### src/rtl/sd_cmd_sequencer_if.sv
// Byte-level SPI master control bus driven by the SD command sequencer.
interface sd_cmd_sequencer_if;
  logic [7:0] spi_data_in;
  logic       spi_w_data;
  logic       spi_w_conf;
  logic       spi_ss_in;
  logic       spi_busy;
  logic [7:0] spi_data_out;

  modport master (
    output spi_data_in, spi_w_data, spi_w_conf, spi_ss_in,
    input  spi_busy, spi_data_out
  );

  modport slave (
    input  spi_data_in, spi_w_data, spi_w_conf, spi_ss_in,
    output spi_busy, spi_data_out
  );
endinterface

### src/rtl/sd_cmd_sequencer.sv
// SD command sequencer: optional SPI clock config, card wake-up, 6-byte frame,
// then 0xFF polling until an R1 byte (MSB clear) or the poll limit.
module sd_cmd_sequencer #(
  parameter int unsigned MAX_POLL     = 8,
  parameter int unsigned DUMMY_CYCLES = 2048,
  parameter int unsigned BUSY_TIMEOUT = 1024
) (
  input  logic        clk,
  input  logic        rst,
  input  logic        start,
  input  logic [5:0]  cmd_index,
  input  logic [31:0] cmd_arg,
  input  logic [6:0]  cmd_crc,
  input  logic [7:0]  clk_div,
  input  logic        do_conf,
  input  logic        do_dummy,
  input  logic        hold_cs,
  output logic        ready,
  output logic        done,
  output logic [7:0]  resp,
  output logic        timeout,
  output logic        bus_err,
  sd_cmd_sequencer_if.master spi
);

  localparam int unsigned DW = $clog2(DUMMY_CYCLES + 1);
  localparam int unsigned WW = $clog2(BUSY_TIMEOUT + 1);
  localparam int unsigned PW = $clog2(MAX_POLL + 1);
  localparam logic [DW-1:0] DUMMY_LAST = DW'(DUMMY_CYCLES - 1);
  localparam logic [WW-1:0] WD_LAST    = WW'(BUSY_TIMEOUT - 1);
  localparam logic [PW-1:0] POLL_LAST  = PW'(MAX_POLL - 1);

  typedef enum logic [2:0] {
    S_IDLE, S_CONF, S_DUMMY, S_SEND, S_WAIT_HI, S_WAIT_LO, S_NEXT, S_FINISH
  } state_t;

  state_t        state;
  logic [5:0]    idx_q;
  logic [31:0]   arg_q;
  logic [6:0]    crc_q;
  logic          dummy_q;
  logic          hold_q;
  logic [2:0]    byte_idx;
  logic          polling;
  logic [PW-1:0] poll_cnt;
  logic [DW-1:0] dummy_cnt;
  logic [WW-1:0] wd_cnt;
  logic [7:0]    rx;
  logic [7:0]    next_frame;

  // Frame byte that follows the one at byte_idx (B1..B5)
  always_comb begin
    next_frame = {crc_q, 1'b1};
    case (byte_idx)
      3'd0:    next_frame = arg_q[31:24];
      3'd1:    next_frame = arg_q[23:16];
      3'd2:    next_frame = arg_q[15:8];
      3'd3:    next_frame = arg_q[7:0];
      default: next_frame = {crc_q, 1'b1};
    endcase
  end

  always_ff @(posedge clk) begin
    if (!rst) begin
      state           <= S_IDLE;
      ready           <= 1'b1;
      done            <= 1'b0;
      resp            <= 8'hFF;
      timeout         <= 1'b0;
      bus_err         <= 1'b0;
      spi.spi_w_data  <= 1'b0;
      spi.spi_w_conf  <= 1'b0;
      spi.spi_ss_in   <= 1'b1;
      spi.spi_data_in <= '0;
      idx_q           <= '0;
      arg_q           <= '0;
      crc_q           <= '0;
      dummy_q         <= 1'b0;
      hold_q          <= 1'b0;
      byte_idx        <= '0;
      polling         <= 1'b0;
      poll_cnt        <= '0;
      dummy_cnt       <= '0;
      wd_cnt          <= '0;
      rx              <= '0;
    end else begin
      spi.spi_w_data <= 1'b0;
      spi.spi_w_conf <= 1'b0;
      done           <= 1'b0;
      case (state)
        S_IDLE: begin
          if (start) begin
            idx_q    <= cmd_index;
            arg_q    <= cmd_arg;
            crc_q    <= cmd_crc;
            dummy_q  <= do_dummy;
            hold_q   <= hold_cs;
            timeout  <= 1'b0;
            bus_err  <= 1'b0;
            ready    <= 1'b0;
            byte_idx <= '0;
            polling  <= 1'b0;
            if (do_conf) begin
              state           <= S_CONF;
              spi.spi_w_conf  <= 1'b1;
              spi.spi_data_in <= clk_div;
              spi.spi_ss_in   <= 1'b1;
            end else if (do_dummy) begin
              state         <= S_DUMMY;
              dummy_cnt     <= '0;
              spi.spi_ss_in <= 1'b1;
            end else begin
              state           <= S_SEND;
              spi.spi_data_in <= {2'b01, cmd_index};
              spi.spi_w_data  <= 1'b1;
              spi.spi_ss_in   <= 1'b0;
            end
          end
        end
        S_CONF: begin
          if (dummy_q) begin
            state     <= S_DUMMY;
            dummy_cnt <= '0;
          end else begin
            state           <= S_SEND;
            spi.spi_data_in <= {2'b01, idx_q};
            spi.spi_w_data  <= 1'b1;
            spi.spi_ss_in   <= 1'b0;
          end
        end
        S_DUMMY: begin
          if (dummy_cnt == DUMMY_LAST) begin
            state           <= S_SEND;
            spi.spi_data_in <= {2'b01, idx_q};
            spi.spi_w_data  <= 1'b1;
            spi.spi_ss_in   <= 1'b0;
          end else begin
            dummy_cnt <= dummy_cnt + 1'b1;
          end
        end
        S_SEND: begin
          state  <= S_WAIT_HI;
          wd_cnt <= '0;
        end
        S_WAIT_HI: begin
          if (spi.spi_busy) begin
            state  <= S_WAIT_LO;
            wd_cnt <= '0;
          end else if (wd_cnt == WD_LAST) begin
            bus_err       <= 1'b1;
            resp          <= 8'hFF;
            done          <= 1'b1;
            spi.spi_ss_in <= ~hold_q;
            state         <= S_FINISH;
          end else begin
            wd_cnt <= wd_cnt + 1'b1;
          end
        end
        S_WAIT_LO: begin
          if (!spi.spi_busy) begin
            rx    <= spi.spi_data_out;
            state <= S_NEXT;
          end else if (wd_cnt == WD_LAST) begin
            bus_err       <= 1'b1;
            resp          <= 8'hFF;
            done          <= 1'b1;
            spi.spi_ss_in <= ~hold_q;
            state         <= S_FINISH;
          end else begin
            wd_cnt <= wd_cnt + 1'b1;
          end
        end
        S_NEXT: begin
          // Frame-phase receive bytes are never inspected; only poll bytes are.
          if (!polling) begin
            state          <= S_SEND;
            spi.spi_w_data <= 1'b1;
            if (byte_idx != 3'd5) begin
              byte_idx        <= byte_idx + 1'b1;
              spi.spi_data_in <= next_frame;
            end else begin
              polling         <= 1'b1;
              poll_cnt        <= '0;
              spi.spi_data_in <= 8'hFF;
            end
          end else if (!rx[7]) begin
            resp          <= rx;
            done          <= 1'b1;
            spi.spi_ss_in <= ~hold_q;
            state         <= S_FINISH;
          end else if (poll_cnt == POLL_LAST) begin
            timeout       <= 1'b1;
            resp          <= 8'hFF;
            done          <= 1'b1;
            spi.spi_ss_in <= ~hold_q;
            state         <= S_FINISH;
          end else begin
            poll_cnt        <= poll_cnt + 1'b1;
            spi.spi_data_in <= 8'hFF;
            spi.spi_w_data  <= 1'b1;
            state           <= S_SEND;
          end
        end
        S_FINISH: begin
          ready <= 1'b1;
          state <= S_IDLE;
        end
        default: state <= S_IDLE;
      endcase
    end
  end

endmodule

### src/flat_wrapper.sv
// flat-port wrapper written by rule: the top's interface ports become plain ports
module sd_cmd_sequencer_flat 
#(
  parameter int unsigned MAX_POLL     = 8,
  parameter int unsigned DUMMY_CYCLES = 2048,
  parameter int unsigned BUSY_TIMEOUT = 1024
)
  (clk, rst, start, cmd_index, cmd_arg, cmd_crc, clk_div, do_conf, do_dummy, hold_cs, ready, done, resp, timeout, bus_err, spi_spi_data_in, spi_spi_w_data, spi_spi_w_conf, spi_spi_ss_in, spi_spi_busy, spi_spi_data_out);
  sd_cmd_sequencer_if spi_i ();
  input  logic clk;
  input  logic rst;
  input  logic start;
  input  logic [5:0] cmd_index;
  input  logic [31:0] cmd_arg;
  input  logic [6:0] cmd_crc;
  input  logic [7:0] clk_div;
  input  logic do_conf;
  input  logic do_dummy;
  input  logic hold_cs;
  output logic ready;
  output logic done;
  output logic [7:0] resp;
  output logic timeout;
  output logic bus_err;
  output wire logic [$bits(spi_i.spi_data_in)-1:0] spi_spi_data_in;
  output wire logic [$bits(spi_i.spi_w_data)-1:0] spi_spi_w_data;
  output wire logic [$bits(spi_i.spi_w_conf)-1:0] spi_spi_w_conf;
  output wire logic [$bits(spi_i.spi_ss_in)-1:0] spi_spi_ss_in;
  input wire logic [$bits(spi_i.spi_busy)-1:0] spi_spi_busy;
  input wire logic [$bits(spi_i.spi_data_out)-1:0] spi_spi_data_out;
  assign spi_spi_data_in = spi_i.spi_data_in;
  assign spi_spi_w_data = spi_i.spi_w_data;
  assign spi_spi_w_conf = spi_i.spi_w_conf;
  assign spi_spi_ss_in = spi_i.spi_ss_in;
  assign spi_i.spi_busy = spi_spi_busy;
  assign spi_i.spi_data_out = spi_spi_data_out;
  sd_cmd_sequencer #(.MAX_POLL(MAX_POLL), .DUMMY_CYCLES(DUMMY_CYCLES), .BUSY_TIMEOUT(BUSY_TIMEOUT)) u_core (.clk(clk), .rst(rst), .start(start), .cmd_index(cmd_index), .cmd_arg(cmd_arg), .cmd_crc(cmd_crc), .clk_div(clk_div), .do_conf(do_conf), .do_dummy(do_dummy), .hold_cs(hold_cs), .ready(ready), .done(done), .resp(resp), .timeout(timeout), .bus_err(bus_err), .spi(spi_i));
endmodule
### config.mk
export PLATFORM = sky130hd
export DESIGN_NAME = sd_cmd_sequencer_flat
export DESIGN_NICKNAME = d
export VERILOG_FILES = /design/src/rtl/sd_cmd_sequencer_if.sv /design/src/rtl/sd_cmd_sequencer.sv /design/src/flat_wrapper.sv
export SDC_FILE = /design/constraint.sdc
export NUM_CORES = 1
export LEC_CHECK = 0
export CORE_ASPECT_RATIO = 1.75
export CORE_MARGIN = 2
export CORE_UTILIZATION = 43
export CTS_BUF_LIST = sky130_fd_sc_hd__clkbuf_8
export CTS_CLUSTER_SIZE = 25
export DETAILED_ROUTE_END_ITERATION = 8
export GPL_ROUTABILITY_DRIVEN = 0
export GPL_TIMING_DRIVEN = 0
export HOLD_SLACK_MARGIN = 0.02
export PLACE_DENSITY = 0.69
export SETUP_SLACK_MARGIN = 0.15
export SLEW_MARGIN = 10
export SYNTH_ARGS = -nofsm -noshare
export SYNTH_HDL_FRONTEND = slang
export SYNTH_SLANG_ARGS = --single-unit
### constraint.sdc
create_clock -name clk -period 3.35 [get_ports clk]
set_input_delay 0.67 -clock clk [delete_from_list [all_inputs] [get_ports clk]]
set_output_delay 0.67 -clock clk [all_outputs]
set_load 0.1 [all_outputs]
==> summary.txt <==
================================================================================
Post-CTS Repair Setup Buffers                                                  0
Cell count after synthesis                                                   640
Ports                                                                         91
Area added between synthesis and finish                                    24.1%
Pre-antenna DRT Iters                                                          5
Maxcap violations                                                              0
Worst relative slew slack                                                  0.341
Power density relative to cell area                                  490 nW/um^2
Cell-internal power                                                      2.03 mW
Filler Cells Inserted                                                       1127
Yosys Warn Count                                                               0
Count of flip-flops with a built-in enable after synthesis                     0
Number of sinks on the clock net                                             112
Net switching power                                                      1.13 mW
Overall die width                                                        87.1 um
Area share of the largest cell type after synthesis                        0.431
Placed wire-length estimate after detailed placement                    11600 um
Worst hold margin                                                         460 ps
Worst hold path class                                                    reg2reg
Status                                                              finished clean
Clock transition at path regs                                             110 ps
Hold Fails Final Rpt                                                           0
Top FF cell, synth                                                       dfxtp_1
Crit. End Element                                                       register
Worst supply voltage drop on vdd                                          246 uV
Largest cells by area after synthesis                               dfxtp_1, nand2_1, a21oi_1
Worst-case clock skew                                                    12.3 ps
Power after layout                                                       3.16 mW
Required time at the endpoint of the critical path                       3590 ps
Port Buf Inserts                                                              89
Max Transition Viols Final                                                     0
Largest area contributor in the netlist                                  dfxtp_1
Num rows                                                                      53
Highest Clock Rate                                                       384 MHz
Number of unique standard cell types used by synthesis                        62
Final TNS setup                                                             0 ps
Setup violators final                                                          0
Gr usage total                                                             0.228
Critical path data arrival time                                          2840 ps
Fraction of final layout cells with drive strength greater than 1         0.0631
Mean number of vias per cell                                                5.74
Worst-path fanout max                                                         10
Leakage dissipation                                                      2.23 nW
Maximum level of the CTS H-tree                                                3
CP top delay family                                                 compound AO/OA/AOI/OAI gates
Pin count of the biggest net entering global routing                          20
Drc violations                                                                 0
Number of buffers created by CTS                                               9
Final clock period utilization by the worst path                           0.777
Mean area per synthesized cell                                         8.12 um^2
Initial core utilization                                                   0.436
Worst Path Class, Setup                                                  reg2reg
Part of the power in registers                                             0.475
Area enclosed by the die boundary                                     13000 um^2
Finished Cell Area                                                     6450 um^2
Power share of the clock group                                             0.249
Combined flip-flop and latch cell area                                 2240 um^2
TritonCTS clock tree                                                         yes
Total standard cell area after synthesis                               5200 um^2
Wire length of the first global-routing pass                            23500 um
Via count                                                                   5063
Number of nets in the final layout                                           816
Std-Cell Core Area                                                    11900 um^2
Multi-input combinational cell area                                    2730 um^2
Fraction of the yosys area taken by sequential cells                       0.431
Worst Max-Slew Pin Slew                                                   986 ps
Startpoint class of the critical path                                   register
Root buffer cell                                                        clkbuf_8
Delay contributed by the slowest stage of the critical path               830 ps
Unrepaired setup endpoints after global routing                            false
CTS max path bufs                                                              2
Die height                                                                149 um
Skew-Pair Late Insertion Delay                                            380 ps
Cts repair resizes                                                             0
Combined buffer and inverter count along the critical path                     2
Wirelength, routed                                                      14900 um
Antenna Cells                                                                  0
Cell-by-cell trace of the critical path                             inv_1 > ha_1 > clkbuf_1 > a21oi_1 > nand2_1 > a2111oi_0 > o32ai_1
Async set-or-reset flop fraction in the synthesized netlist                    0
Switching fraction of total power                                          0.358
Number of routed nets with antenna violations                                  0
Comb power frac                                                            0.276
Highest-delay cell along the critical path                             a2111oi_0
Post-DP Area                                                           6260 um^2
Number of global-route vias before repair                                   4994
Final routed wire length divided by cell count                           16.9 um
Number of antenna violations at the first check in global routing              0
Detailed router's first-iteration violation count                            358
# hold bufs at CTS                                                             0
Minimum period implied by the final worst setup slack                    2600 ps
Number of register bits inferred by synthesis                                112
Global-route congestion overflow total                                         0
Synthesized Nets                                                             716
================================================================================
[logic make-up after synthesis]
logic type                 after synthesis  share of synthesized area
AOI/OAI and AO/OA                      155                      0.189
DFF                                    112                      0.431
adders and majority gates                8                     0.0193
buffers and inverters                   53                     0.0431
muxes                                   15                     0.0306
xor gates and xnor gates                15                     0.0253
and+or+nand+nor                        282                      0.262
[state kept, by name, indices dropped and copies added, names as in the netlist, 6 cells and up]
signal and flops:
u_core.arg_q 32, u_core.dummy_cnt 12, u_core.wd_cnt 11, u_core.resp 8, u_core.rx 8, u_core.spi.spi_data_in 8
u_core.crc_q 7, u_core.idx_q 6
[synthesized netlist by cell type, types with 2 or more instances]
master and instances:
o22ai_1 10, nand2_1 133, nand2b_1 8, mux2i_1 8, and3b_1 4, a21oi_2 4, nor4_1 3, nor3b_1 4
inv_1 9, ha_1 8, inv_2 2, mux2_2 7, o21bai_1 2, nand3_1 27, and2_1 6, o21ai_0 27
a21oi_1 70, o2111ai_1 3, and3_1 7, dfxtp_1 112, and2b_1 2, buf_2 8, a31oi_1 10, a32oi_1 4
nor2_1 42, nand3b_1 5, nand4_1 12, and4_1 4, xnor2_1 9, nor4b_1 3, clkbuf_1 31, xor2_1 6
a311oi_1 2, nor3_1 7, a222oi_1 7, nor4bb_1 2, a41oi_1 3, buf_6 2, or3_1 4
[through the flow]
stage	utilization	std cells	setup slack, ps
2_1_floorplan	-	640	1340
3_3_place_gp	0.525	866	588
3_5_place_dp	0.525	866	550
4_1_cts	0.541	882	754
5_1_grt	0.541	882	618
6_report	0.541	882	746
[layout by cell type (no fill, tap or decap), types with 4 or more instances in the layout]
cell / n
a21oi_1: 70
a21oi_2: 4
a222oi_1: 7
a31oi_1: 10
a32oi_1: 4
and2_1: 6
and3_1: 7
and3b_1: 4
and4_1: 4
buf_2: 8
clkbuf_1: 31
clkbuf_8: 10
clkdlybuf4s50_1: 89
dfxtp_1: 112
ha_1: 8
inv_1: 9
mux2_2: 7
mux2i_1: 8
nand2_1: 133
nand2b_1: 8
nand3_1: 27
nand3b_1: 5
nand4_1: 12
nor2_1: 42
nor3_1: 7
nor3b_1: 4
o21ai_0: 27
o22ai_1: 10
or3_1: 4
xnor2_1: 9
xor2_1: 6
[area by class of cell]
cell class              count  area share
clock buffers              10      0.0213
flip-flops and latches    112       0.347
inverters                  11     0.00640
multi-input cells         475       0.424
clock inverters             6     0.00814
plain buffers              42      0.0283
repair buffers             89       0.138
well taps                 137      0.0266
[power groups by stage]
| stage | logic [mW] | clock network (mW) | registers (mW) |
|---|---|---|---|
| final | 0.874 | 0.787 | 1.50 |
| after global routing | 0.937 | 0.842 | 1.51 |
| after CTS | 0.872 | 0.798 | 1.50 |
| after detailed placement | 0.870 | 0 | 1.53 |
| after global placement | 0.860 | 0 | 1.53 |
| after floorplan | 0.395 | 0 | 1.72 |
[metal layers]
layer	global-route usage	vias to the layer above	part of all wire
li1	-	2474	-
met1	0.235	2345	0.37
met2	0.424	194	0.53
met3	0.0298	50	0.042
met4	0.135	0	0.055
met5	0	-	0
[final timing paths]
check / start / to / slack, ps / cells past startpoint
worst min-delay path: u_core.arg_q[17]$_SDFFE_PN0P_ / u_core.arg_q[17]$_SDFFE_PN0P_ / 460 / 2
worst max register to register: u_core.byte_idx[1]$_SDFFE_PN0P_ / u_core.spi.spi_data_in[6]$_SDFFE_PN0P_ / 750 / 7
worst min register to register: u_core.arg_q[17]$_SDFFE_PN0P_ / u_core.arg_q[17]$_SDFFE_PN0P_ / 460 / 2
worst max-delay path: u_core.byte_idx[1]$_SDFFE_PN0P_ / u_core.spi.spi_data_in[6]$_SDFFE_PN0P_ / 750 / 7
[tightest hold or removal path, delay by kind of cell, from the launching register on]
family | cells | cell delay, ps
flip-flops | 1 | 320
AND/OR/NAND/NOR | 1 | 50
AO/OA/AOI/OAI | 1 | 50
Note: power is estimated with default switching activity, not from simulation.
==> patch, RTL diff (same settings) <==
The 8 states of `state_t` get a one-hot encoding in 8 bits.
--- a/src/rtl/sd_cmd_sequencer.sv
+++ b/src/rtl/sd_cmd_sequencer.sv
@@ -30,8 +30,8 @@
   localparam logic [WW-1:0] WD_LAST    = WW'(BUSY_TIMEOUT - 1);
   localparam logic [PW-1:0] POLL_LAST  = PW'(MAX_POLL - 1);
 
-  typedef enum logic [2:0] {
-    S_IDLE, S_CONF, S_DUMMY, S_SEND, S_WAIT_HI, S_WAIT_LO, S_NEXT, S_FINISH
+  typedef enum logic [7:0] {
+    S_IDLE = 8'b00000001, S_CONF = 8'b00000010, S_DUMMY = 8'b00000100, S_SEND = 8'b00001000, S_WAIT_HI = 8'b00010000, S_WAIT_LO = 8'b00100000, S_NEXT = 8'b01000000, S_FINISH = 8'b10000000
   } state_t;
 
   state_t        state;
Check against the original RTL: same outputs for any inputs over 4 cycles, from zero or initial values and one cycle with rst low; so few cycles prove little.
==> patch against the original RTL <==
  * Power is 15% higher
  * Routed wire length is 11% higher
  * Worst setup slack worse by 240 ps
  * Sequential cell count is 5 higher
  * Die area is 5.9% higher
  * Global-route usage is 1.3 points higher
  * Maximum frequency is 8.3% lower
  * Synthesized area is 6.1% higher
  * Final area is 9.5% higher
==> patch: results (changes against the original RTL) <==
Net Count, Synth 752 (+5.0%); CLK BUF 18 (+8); vias in the first global route 5481 (+9.8%); met3 Usage GRT 5.80% (+2.8 points); Least-Margin Pin Slew 990 ps (+3.54 ps); htree depth 4 (+1); Seq/Total Area, Yosys 42.4% (-0.67 points); clk cell area share 6.32% (+3.4 points); Crit Reg-Reg Endpoint u_core.spi.spi_data_in[0]$_SDFFE_PN0P_; largest net degree at the start of global routing 17 (-15%); DRT Wirelength 16.4 mm (+11%); met2 usage in global routing 44.6% (+2.1 points); layout cells sized above 1 7.53% (+1.2 points); Seq Cell Count 117 (+4.5%); VDD IR max 0.000426 V (+73%); Final non-clock buffer share 15.5% (-1.1 points); Final Skew 14.1 ps (+1.81 ps); Max Freq 352 MHz (-8.3%); Synth Cell Area 0.00552 mm² (+6.1%); 1st-iter DRT viols 346 (-3.4%); Placed Cells 933 (+7.7%); clock transition at the registers of the reported paths 70 ps (-40 ps); met1 usage 23.5% (+0.030 points); status complete, no violations; multi-input combinational area share 41.3% (-1.1 points); worst skew pair latency 440 ps (+60 ps)
==> patch: cell families (layout without fill, tap and decap cells) <==
kind of cell | Yosys count | in the layout | share of synthesized area, %
AND/OR/NAND/NOR | 273 | 273 | 24.5
AO/OA/AOI/OAI | 191 | 191 | 21.8
flip-flops | 117 | 117 | 42.4
buffers and inverters | 61 | 182 | 4.65
multiplexers | 20 | 20 | 3.79
adder cells (fa/ha/maj) | 8 | 8 | 1.81
XOR/XNOR | 6 | 6 | 0.952
==> patch: power groups by stage <==
stage	logic, W	registers (W)	clock network [W]
after global placement	0.000648	0.00155	0
after global routing	0.000705	0.00153	0.00154
after detailed placement	0.000655	0.00155	0
after floorplan	0.000295	0.00168	0
after CTS	0.000658	0.00152	0.00147
final	0.000664	0.00152	0.00146
==> patch: worst max-delay path: stages <==
cell,delay [ps]
clkdlybuf4s50_1,490
or3b_2,540
a2111oi_2,680
a22oi_1,400
nor3_1,270
o21ai_0,90
